**src/rtl/cr_register_file_pkg.sv**
```systemverilog
// Shared CR-file types: field record, field count and CR image field extraction.
package cr_register_file_pkg;

  localparam int CR_FIELDS      = 8;
  localparam int CR_FIELD_BITS  = 4;
  localparam int CR_IMAGE_BITS  = CR_FIELDS * CR_FIELD_BITS;
  localparam int RS_ID_WIDTH_DEF = 5;

  // One CR field as seen by dispatch and the write-back arbiter.
  typedef struct packed {
    logic [0:CR_FIELD_BITS-1]   value;
    logic                       busy;
    logic [RS_ID_WIDTH_DEF-1:0] tag;
  } cr_field_t;

  // Field i occupies bits [4i:4i+3] of the MSB-first CR image.
  function automatic logic [0:CR_FIELD_BITS-1] cr_field_of(
    input logic [0:CR_IMAGE_BITS-1] img,
    input int unsigned              idx
  );
    return img[CR_FIELD_BITS*idx +: CR_FIELD_BITS];
  endfunction

endpackage

```
**src/rtl/cr_register_file_if.sv**
```systemverilog
// CR write-back bus from the write-back arbiter; no ready, accepted every cycle.
interface cr_register_file_if
  import cr_register_file_pkg::*;
#(
  parameter int RS_ID_WIDTH = 5
);

  // Handshake: a beat transfers on every cycle wb_valid is high; the receiver cannot stall.
  logic                                  wb_valid;
  logic [CR_FIELDS-1:0][RS_ID_WIDTH-1:0] wb_rs_id;
  logic [CR_FIELDS-1:0]                  wb_enable;
  logic [0:CR_IMAGE_BITS-1]              wb_result;

  modport master (
    output wb_valid,
    output wb_rs_id,
    output wb_enable,
    output wb_result
  );

  modport slave (
    input wb_valid,
    input wb_rs_id,
    input wb_enable,
    input wb_result
  );

endinterface

```
**src/rtl/cr_register_file_cr_field_slot.sv**
```systemverilog
// One CR field: value/busy/tag storage, write-back retire, reservation, flush and forwarding.
module cr_field_slot
  import cr_register_file_pkg::*;
#(
  parameter int RS_ID_WIDTH = 5
) (
  input  logic                     clk,
  input  logic                     rst,
  input  logic                     wb_valid,
  input  logic                     wb_enable,
  input  logic [RS_ID_WIDTH-1:0]   wb_rs_id,
  input  logic [0:CR_FIELD_BITS-1] wb_field,
  input  logic                     rsv_fire,
  input  logic                     rsv_enable,
  input  logic [RS_ID_WIDTH-1:0]   rsv_rs_id,
  input  logic                     flush,
  output logic [0:CR_FIELD_BITS-1] fwd_value,
  output logic                     fwd_busy,
  output logic [RS_ID_WIDTH-1:0]   fwd_tag
);

  logic [0:CR_FIELD_BITS-1] value_q;
  logic                     busy_q;
  logic [RS_ID_WIDTH-1:0]   tag_q;
  logic                     wb_write;

  // A write lands when the field is idle or the write-back comes from the recorded producer.
  assign wb_write = wb_valid && wb_enable && (!busy_q || (tag_q == wb_rs_id));

  always_comb begin
    fwd_value = value_q;
    fwd_busy  = busy_q;
    if (wb_write) begin
      fwd_value = wb_field;
      fwd_busy  = 1'b0;
    end
    fwd_tag = fwd_busy ? tag_q : '0;
  end

  always_ff @(posedge clk or negedge rst) begin
    if (!rst) begin
      value_q <= '0;
      busy_q  <= 1'b0;
      tag_q   <= '0;
    end else begin
      if (wb_write) begin
        value_q <= wb_field;
        busy_q  <= 1'b0;
      end
      // Flush and reservation are applied after write-back so they win busy/tag.
      if (flush) begin
        busy_q <= 1'b0;
      end else if (rsv_fire && rsv_enable) begin
        busy_q <= 1'b1;
        tag_q  <= rsv_rs_id;
      end
    end
  end

endmodule

```
**src/rtl/cr_register_file.sv**
```systemverilog
// Condition Register file with per-field rename tags, forwarded read ports and full-CR view.
module cr_register_file
  import cr_register_file_pkg::*;
#(
  parameter int RS_ID_WIDTH = 5
) (
  input  logic                                clk,
  input  logic                                rst,
  cr_register_file_if.slave                   wb,
  input  logic                                rsv_valid,
  output logic                                rsv_ready,
  input  logic [CR_FIELDS-1:0]                rsv_enable,
  input  logic [RS_ID_WIDTH-1:0]              rsv_rs_id,
  input  logic                                flush,
  input  logic [1:0][2:0]                     rd_addr,
  output logic [1:0][0:CR_FIELD_BITS-1]       rd_value,
  output logic [1:0]                          rd_busy,
  output logic [1:0][RS_ID_WIDTH-1:0]         rd_tag,
  output logic [0:CR_IMAGE_BITS-1]            cr_out,
  output logic [CR_FIELDS-1:0]                cr_busy_out
);

  logic [CR_FIELDS-1:0][0:CR_FIELD_BITS-1] fld_value;
  logic [CR_FIELDS-1:0]                    fld_busy;
  logic [CR_FIELDS-1:0][RS_ID_WIDTH-1:0]   fld_tag;
  logic                                    rsv_fire;

  assign rsv_ready = !flush;
  assign rsv_fire  = rsv_valid && rsv_ready;

  for (genvar i = 0; i < CR_FIELDS; i++) begin : g_slot
    cr_field_slot #(
      .RS_ID_WIDTH (RS_ID_WIDTH)
    ) u_slot (
      .clk        (clk),
      .rst        (rst),
      .wb_valid   (wb.wb_valid),
      .wb_enable  (wb.wb_enable[i]),
      .wb_rs_id   (wb.wb_rs_id[i]),
      .wb_field   (cr_field_of(wb.wb_result, i)),
      .rsv_fire   (rsv_fire),
      .rsv_enable (rsv_enable[i]),
      .rsv_rs_id  (rsv_rs_id),
      .flush      (flush),
      .fwd_value  (fld_value[i]),
      .fwd_busy   (fld_busy[i]),
      .fwd_tag    (fld_tag[i])
    );

    assign cr_out[CR_FIELD_BITS*i +: CR_FIELD_BITS] = fld_value[i];
  end

  assign cr_busy_out = fld_busy;

  always_comb begin
    for (int p = 0; p < 2; p++) begin
      rd_value[p] = fld_value[rd_addr[p]];
      rd_busy[p]  = fld_busy[rd_addr[p]];
      rd_tag[p]   = fld_tag[rd_addr[p]];
    end
  end

endmodule

```
**src/flat_wrapper.sv**
```systemverilog
// flat-port wrapper written by rule: the top's interface ports become plain ports
module cr_register_file_flat import cr_register_file_pkg::*;
#(
  parameter int RS_ID_WIDTH = 5
)
  (clk, rst, rsv_valid, rsv_ready, rsv_enable, rsv_rs_id, flush, rd_addr, rd_value, rd_busy, rd_tag, cr_out, cr_busy_out, wb_wb_valid, wb_wb_rs_id, wb_wb_enable, wb_wb_result);
  cr_register_file_if #(.RS_ID_WIDTH(RS_ID_WIDTH)) wb_i ();
  input  logic clk;
  input  logic rst;
  input  logic rsv_valid;
  output logic rsv_ready;
  input  logic [CR_FIELDS-1:0] rsv_enable;
  input  logic [RS_ID_WIDTH-1:0] rsv_rs_id;
  input  logic flush;
  input  logic [1:0][2:0] rd_addr;
  output logic [1:0][0:CR_FIELD_BITS-1] rd_value;
  output logic [1:0] rd_busy;
  output logic [1:0][RS_ID_WIDTH-1:0] rd_tag;
  output logic [0:CR_IMAGE_BITS-1] cr_out;
  output logic [CR_FIELDS-1:0] cr_busy_out;
  input wire logic [$bits(wb_i.wb_valid)-1:0] wb_wb_valid;
  input wire logic [$bits(wb_i.wb_rs_id)-1:0] wb_wb_rs_id;
  input wire logic [$bits(wb_i.wb_enable)-1:0] wb_wb_enable;
  input wire logic [$bits(wb_i.wb_result)-1:0] wb_wb_result;
  assign wb_i.wb_valid = wb_wb_valid;
  assign wb_i.wb_rs_id = wb_wb_rs_id;
  assign wb_i.wb_enable = wb_wb_enable;
  assign wb_i.wb_result = wb_wb_result;
  cr_register_file #(.RS_ID_WIDTH(RS_ID_WIDTH)) u_core (.clk(clk), .rst(rst), .wb(wb_i), .rsv_valid(rsv_valid), .rsv_ready(rsv_ready), .rsv_enable(rsv_enable), .rsv_rs_id(rsv_rs_id), .flush(flush), .rd_addr(rd_addr), .rd_value(rd_value), .rd_busy(rd_busy), .rd_tag(rd_tag), .cr_out(cr_out), .cr_busy_out(cr_busy_out));
endmodule
```
**config.mk**
```make
export PLATFORM = sky130hd
export DESIGN_NAME = cr_register_file_flat
export DESIGN_NICKNAME = d
export VERILOG_FILES = /design/src/rtl/cr_register_file_pkg.sv /design/src/rtl/cr_register_file_if.sv /design/src/rtl/cr_register_file_cr_field_slot.sv /design/src/rtl/cr_register_file.sv /design/src/flat_wrapper.sv
export SDC_FILE = /design/constraint.sdc
export NUM_CORES = 1
export LEC_CHECK = 0
export CAP_MARGIN = 20
export CORE_MARGIN = 5
export CORE_UTILIZATION = 35
export DETAILED_ROUTE_END_ITERATION = 8
export REMOVE_ABC_BUFFERS = 1
export SYNTH_ARGS = -nofsm -noshare
export SYNTH_HDL_FRONTEND = slang
export SYNTH_HIERARCHICAL = 1
export SYNTH_SLANG_ARGS = --single-unit
export TNS_END_PERCENT = 30
```
**constraint.sdc**
```tcl
create_clock -name clk -period 2.88 [get_ports clk]
set_input_delay 0.576 -clock clk [delete_from_list [all_inputs] [get_ports clk]]
set_output_delay 0.576 -clock clk [all_outputs]
set_load 0.01 [all_outputs]
```
Word-level counts from Yosys, hierarchy flattened
Cells that the tools add are included.
- flip-flop bits (word level): 80
- logic and storage cells: 137
- input bits: 104
- output and inout port bits: 61
- reductions and logical operators: 50
- magnitude comparators: 2
- bitwise logic cells: 1
- equality and inequality tests: 8
- multiplexer cells: 52
- operators with widths (kind ; number):
    2-to-1 mux 5 bit ; 10
    equality test 5 bit ; 8
    2-to-1 mux 4 bit ; 10
    binary-select mux 5 bit (select 3 bit) ; 2
    2-to-1 mux 1 bit ; 26
    logical AND 1 bit ; 25
    binary-select mux 4 bit (select 3 bit) ; 2
    AND reduction 2 bit ; 8
    logical NOT 1 bit ; 9
    logical OR 1 bit ; 8
    less-than comparator 3 x 4 -> 1 bit (second input constant) ; 2
    binary-select mux 1 bit (select 3 bit) ; 2
    NOT 1 bit ; 1

Longest topological paths before layout
- depth in word-level cells: 7
- mapped depth: 7
- depth with buffers taken out: 6

Cells and area by module
Netlist, hierarchy kept.
- by module, submodules not included (module ; times used ; cells an instance ; seq. area each (um^2) ; area an instance (um^2)):
    cr_field_slot ; 8 ; 61 ; 250.2 ; 646.9
    cr_register_file ; 1 ; 72 ; 0.0 ; 1353.8

Worst setup path after synthesis
Ideal clock, no wire load.
- kind: input -> output
- from: in wb_wb_rs_id[19]
- to: out rd_value[0] (netlist bit)
- required time: 2304 ps
- data arrival time: 2256 ps
- stages: 7
- setup slack: 48 ps
- cell sequence: xnor2_1 and3_1 buf_6 a41oi_1 o211ai_1 mux4_1 mux2_2
- RTL lines (element ; RTL line ; source):
    from (decl) ; flat_wrapper.sv:22 ; input wire logic [$bits(wb_i.wb_rs_id)-1:0] wb_wb_rs_id;
    to (decl) ; flat_wrapper.sv:16 ; output logic [1:0][0:CR_FIELD_BITS-1] rd_value;

==> results.py <==
metrics = {
    "outcome": {
        "outcome": "finished, violations left",
        "violations": "negative setup slack",
    },
    "clock_tree": {
        "clk_latency_ns": 0.35,
        "clockBufferDepth": 2,
        "cts.sinks": 80,
        "cts_buffers": 9,
        "h-tree-depth": 3,
        "cts_tree": "yes",
        "clock-root-buffer": "clkbuf_16",
        "clk_pin_slew_worst_paths_ns": 0.07,
        "hold_buffers": 0,
    },
    "floorplan": {
        "die_w_microns": 147,
        "die_y_microns": 147,
        "pin_count": 165,
        "core_sq_mm": 0.0185,
        "die-area_sq_mm": 0.0215,
        "fp-row-count": 50,
        "initial_core_util": 0.353,
    },
    "finish": {
        "finalNetCount": 1024,
        "multi_input_comb_area_sq_mm": 0.00493,
        "fin_area_sq_mm": 0.0109,
        "post-route-util": 0.587,
        "antenna_cells": 0,
        "synthToLayoutAreaGrowth_pct": 66.4,
        "regArea_sq_mm": 0.00200,
        "layout-drive-gt1-share": 0.533,
        "finalNonFillerCells": 1157,
        "fill_cells": 1519,
    },
    "global_routing": {
        "antenna_found_initial": 0,
        "grtUsageMet2": 0.413,
        "grt_pass1_wl_mm": 41.5,
        "groute.usage.overall": 0.249,
        "met3_usage": 0.0385,
        "grt.overflow.total": 0,
        "grt_max_degree": 81,
        "gr-max-usage-layer": "met2",
        "grt_pass1_vias": 7072,
        "grt_util_met1": 0.320,
    },
    "yosys": {
        "ys_seq_elements": 80,
        "synth_top_area_share": 0.307,
        "ys.flop_type": "dfrtp_1",
        "synth.most_common_cell": "dfrtp_1",
        "synthArstFlopShare": 1.00,
        "synth-compound-area-share": 0.158,
        "avgSynthCellArea_sq_um": 11.7,
        "synth_mux_area_frac": 0.264,
        "synth.distinct_cells": 23,
        "syn_area_sq_mm": 0.00653,
        "yosys_warnings": 6,
        "synth_edf_count": 0,
        "synthAdderAreaFrac": 0,
        "syn_inst": 560,
        "synth-simple-area-share": 0.179,
        "synth_xor_area_frac": 0.0537,
        "synthTopCellsByArea": "dfrtp_1 31%, mux4_1 16%, mux2_2 10%",
        "ys_seq_area_frac": 0.307,
        "synth_area_leader_cell": "dfrtp_1",
        "synth_top_family_by_area": "multiplexers",
        "synth_common_cells": "80 x dfrtp_1, 60 x mux2_2, 48 x a21oi_1, 48 x and3_1",
    },
    "sta": {
        "fmax_mhz": 302,
        "period_share": 1.15,
        "finClkSkew_ns": 0.00804,
        "worstMarginPinSlew_ns": 0.553,
        "drv_slew": 0,
        "layout_setup_ws_ns": -0.430,
        "relSlewSlack": 0.630,
        "min_period_ns": 3.31,
        "finalSetupViolCount": 25,
        "finalHoldViolCount": 0,
        "rsz0062_at_grt": "true",
    },
    "worst_setup_path": {
        "required_ns": 2.30,
        "r2r_slack_ns": 1.06,
        "worstPathArrival_ns": 2.73,
        "worstSetupEndpointType": "primary output",
        "rr_worst_depth": 8,
        "cp-startpoint": "wb_wb_rs_id[18]",
        "r2r-start": "u_core/g_slot[3].u_slot/tag_q[0]$_DFFE_PN0P_",
        "worstReg2RegEnd": "u_core/g_slot[3].u_slot/value_q[3]$_DFF_PN0_",
        "cp_max_fo": 8,
        "startpoint_type": "input pin",
        "path_class": "in2out",
        "crit_end": "rd_value[7]",
    },
    "detailed_routing": {
        "viasPerCell": 5.94,
        "drt_iter0_markers": 549,
        "antenna_left": 0,
        "drc": 0,
        "wl_per_cell_microns": 23.7,
        "via_count": 6869,
        "first_pass_iters": 5,
        "wl_mm": 27.4,
    },
    "run": {
        "drv_cap": 0,
    },
    "pwr": {
        "p_clk_frac": 0.189,
        "combPwrFrac": 0.543,
        "seq_power_share": 0.268,
        "intPower_w": 0.00381,
        "p_sw_frac": 0.362,
        "power.leakage_nw": 4.58,
        "power.density_mw_per_mm2": 549,
        "peakVddDrop_uv": 349,
        "switchingPower_w": 0.00216,
    },
    "placement": {
        "dpl.cell_count": 1091,
        "routabilityCongestion": 0.881,
        "io_buffers": 164,
        "place_area_sq_mm": 0.00951,
        "dp_hpwl_mm": 19.5,
    },
    "min_path": {
        "hp-class": "in2async",
    },
}
-- metrics by stage --
step	power (W)	hold slack, ns	setup TNS, ns	setup slack (ns)
2_1_floorplan	0.00264	0.280	0	0.0519
3_3_place_gp	0.00416	0.551	-33.15	-1.01
3_5_place_dp	0.00425	0.557	-36.25	-1.07
4_1_cts	0.00583	0.458	-7.20	-0.385
5_1_grt	0.00623	0.0669	-9.18	-0.481
6_report	0.00597	0.0679	-7.08	-0.430
-- metal layers --
layer | vias to the layer above | routed length [microns]
met4 | 0 | 1200
met5 | - | 0
met2 | 403 | 13400
met1 | 3427 | 11100
li1 | 2974 | -
met3 | 65 | 1820
-- area by class of cell --
type,instances,area share
well taps,234,0.0269
repair buffers,375,0.309
flip-flops and latches,80,0.184
clock inverters,4,0.00438
inverters,1,0.000345
multi-input cells,453,0.453
clock buffers,10,0.0211
-- worst min-delay path by stage --
stage | start | endpoint | cells after the start
2_1_floorplan | rst | u_core/g_slot[0].u_slot/busy_q$_DFF_PN0_ | 0
3_3_place_gp | u_core/g_slot[1].u_slot/tag_q[1]$_DFFE_PN0P_ | u_core/g_slot[1].u_slot/tag_q[1]$_DFFE_PN0P_ | 1
3_5_place_dp | u_core/g_slot[1].u_slot/tag_q[1]$_DFFE_PN0P_ | u_core/g_slot[1].u_slot/tag_q[1]$_DFFE_PN0P_ | 1
4_1_cts | rst | u_core/g_slot[4].u_slot/tag_q[4]$_DFFE_PN0P_ | 1
5_1_grt | rst | u_core/g_slot[4].u_slot/busy_q$_DFF_PN0_ | 1
6_report | rst | u_core/g_slot[4].u_slot/busy_q$_DFF_PN0_ | 1
-- state kept, by name, summed over array words and instances (netlist names) --
signal,cells
u_core/g_slot.u_slot/busy_q,8
u_core/g_slot.u_slot/tag_q,40
u_core/g_slot.u_slot/value_q,32
-- timing repair --
item | in CTS | in global routing
gates resized for setup | 375 | 41
setup endpoints to repair | 60 | 45
gates cloned | 1 | 0
pin swaps | 110 | 22
setup buffers | 41 | 11
-- power by group through the flow --
stage / Combinational (W) / Sequential, W / Clock [W]
finish: 0.00324 / 0.00160 / 0.00113
global route: 0.00341 / 0.00162 / 0.00120
CTS: 0.00309 / 0.00158 / 0.00116
detailed placement: 0.00268 / 0.00157 / 0
global placement: 0.00260 / 0.00156 / 0
floorplan: 0.00112 / 0.00152 / 0
-- layout by cell type, fill, tap and decap left out, types with 26 or more instances in the layout --
cell,count
nor3b_1,29
buf_4,192
and3_4,45
dfrtp_1,79
mux2_2,44
nand2_1,33
buf_6,27
a21oi_1,48
a31oi_1,26
o211ai_1,32
clkdlybuf4s50_1,67
mux4_2,37
dlygate4sd2_1,39
-- critical path: stages --
cell and delay [ns]:
dlygate4sd2_1 0.26, xor2_1 0.13, buf_4 0.15, nor2_8 0.06, a41oi_2 0.21, o211ai_1 0.23
buf_4 0.20, mux4_2 0.48, mux2_4 0.31, buf_6 0.13
-- kinds of logic (layout without fill, tap and decap cells) --
kind of cell | Yosys count | in the layout
and+or+nand+nor | 161 | 161
DFF | 80 | 80
buffers and inverters | 27 | 390
AOI/OAI and AO/OA | 152 | 152
muxes | 100 | 100
xor gates and xnor gates | 40 | 40
No activity file was read; power rests on OpenSTA's default activity.
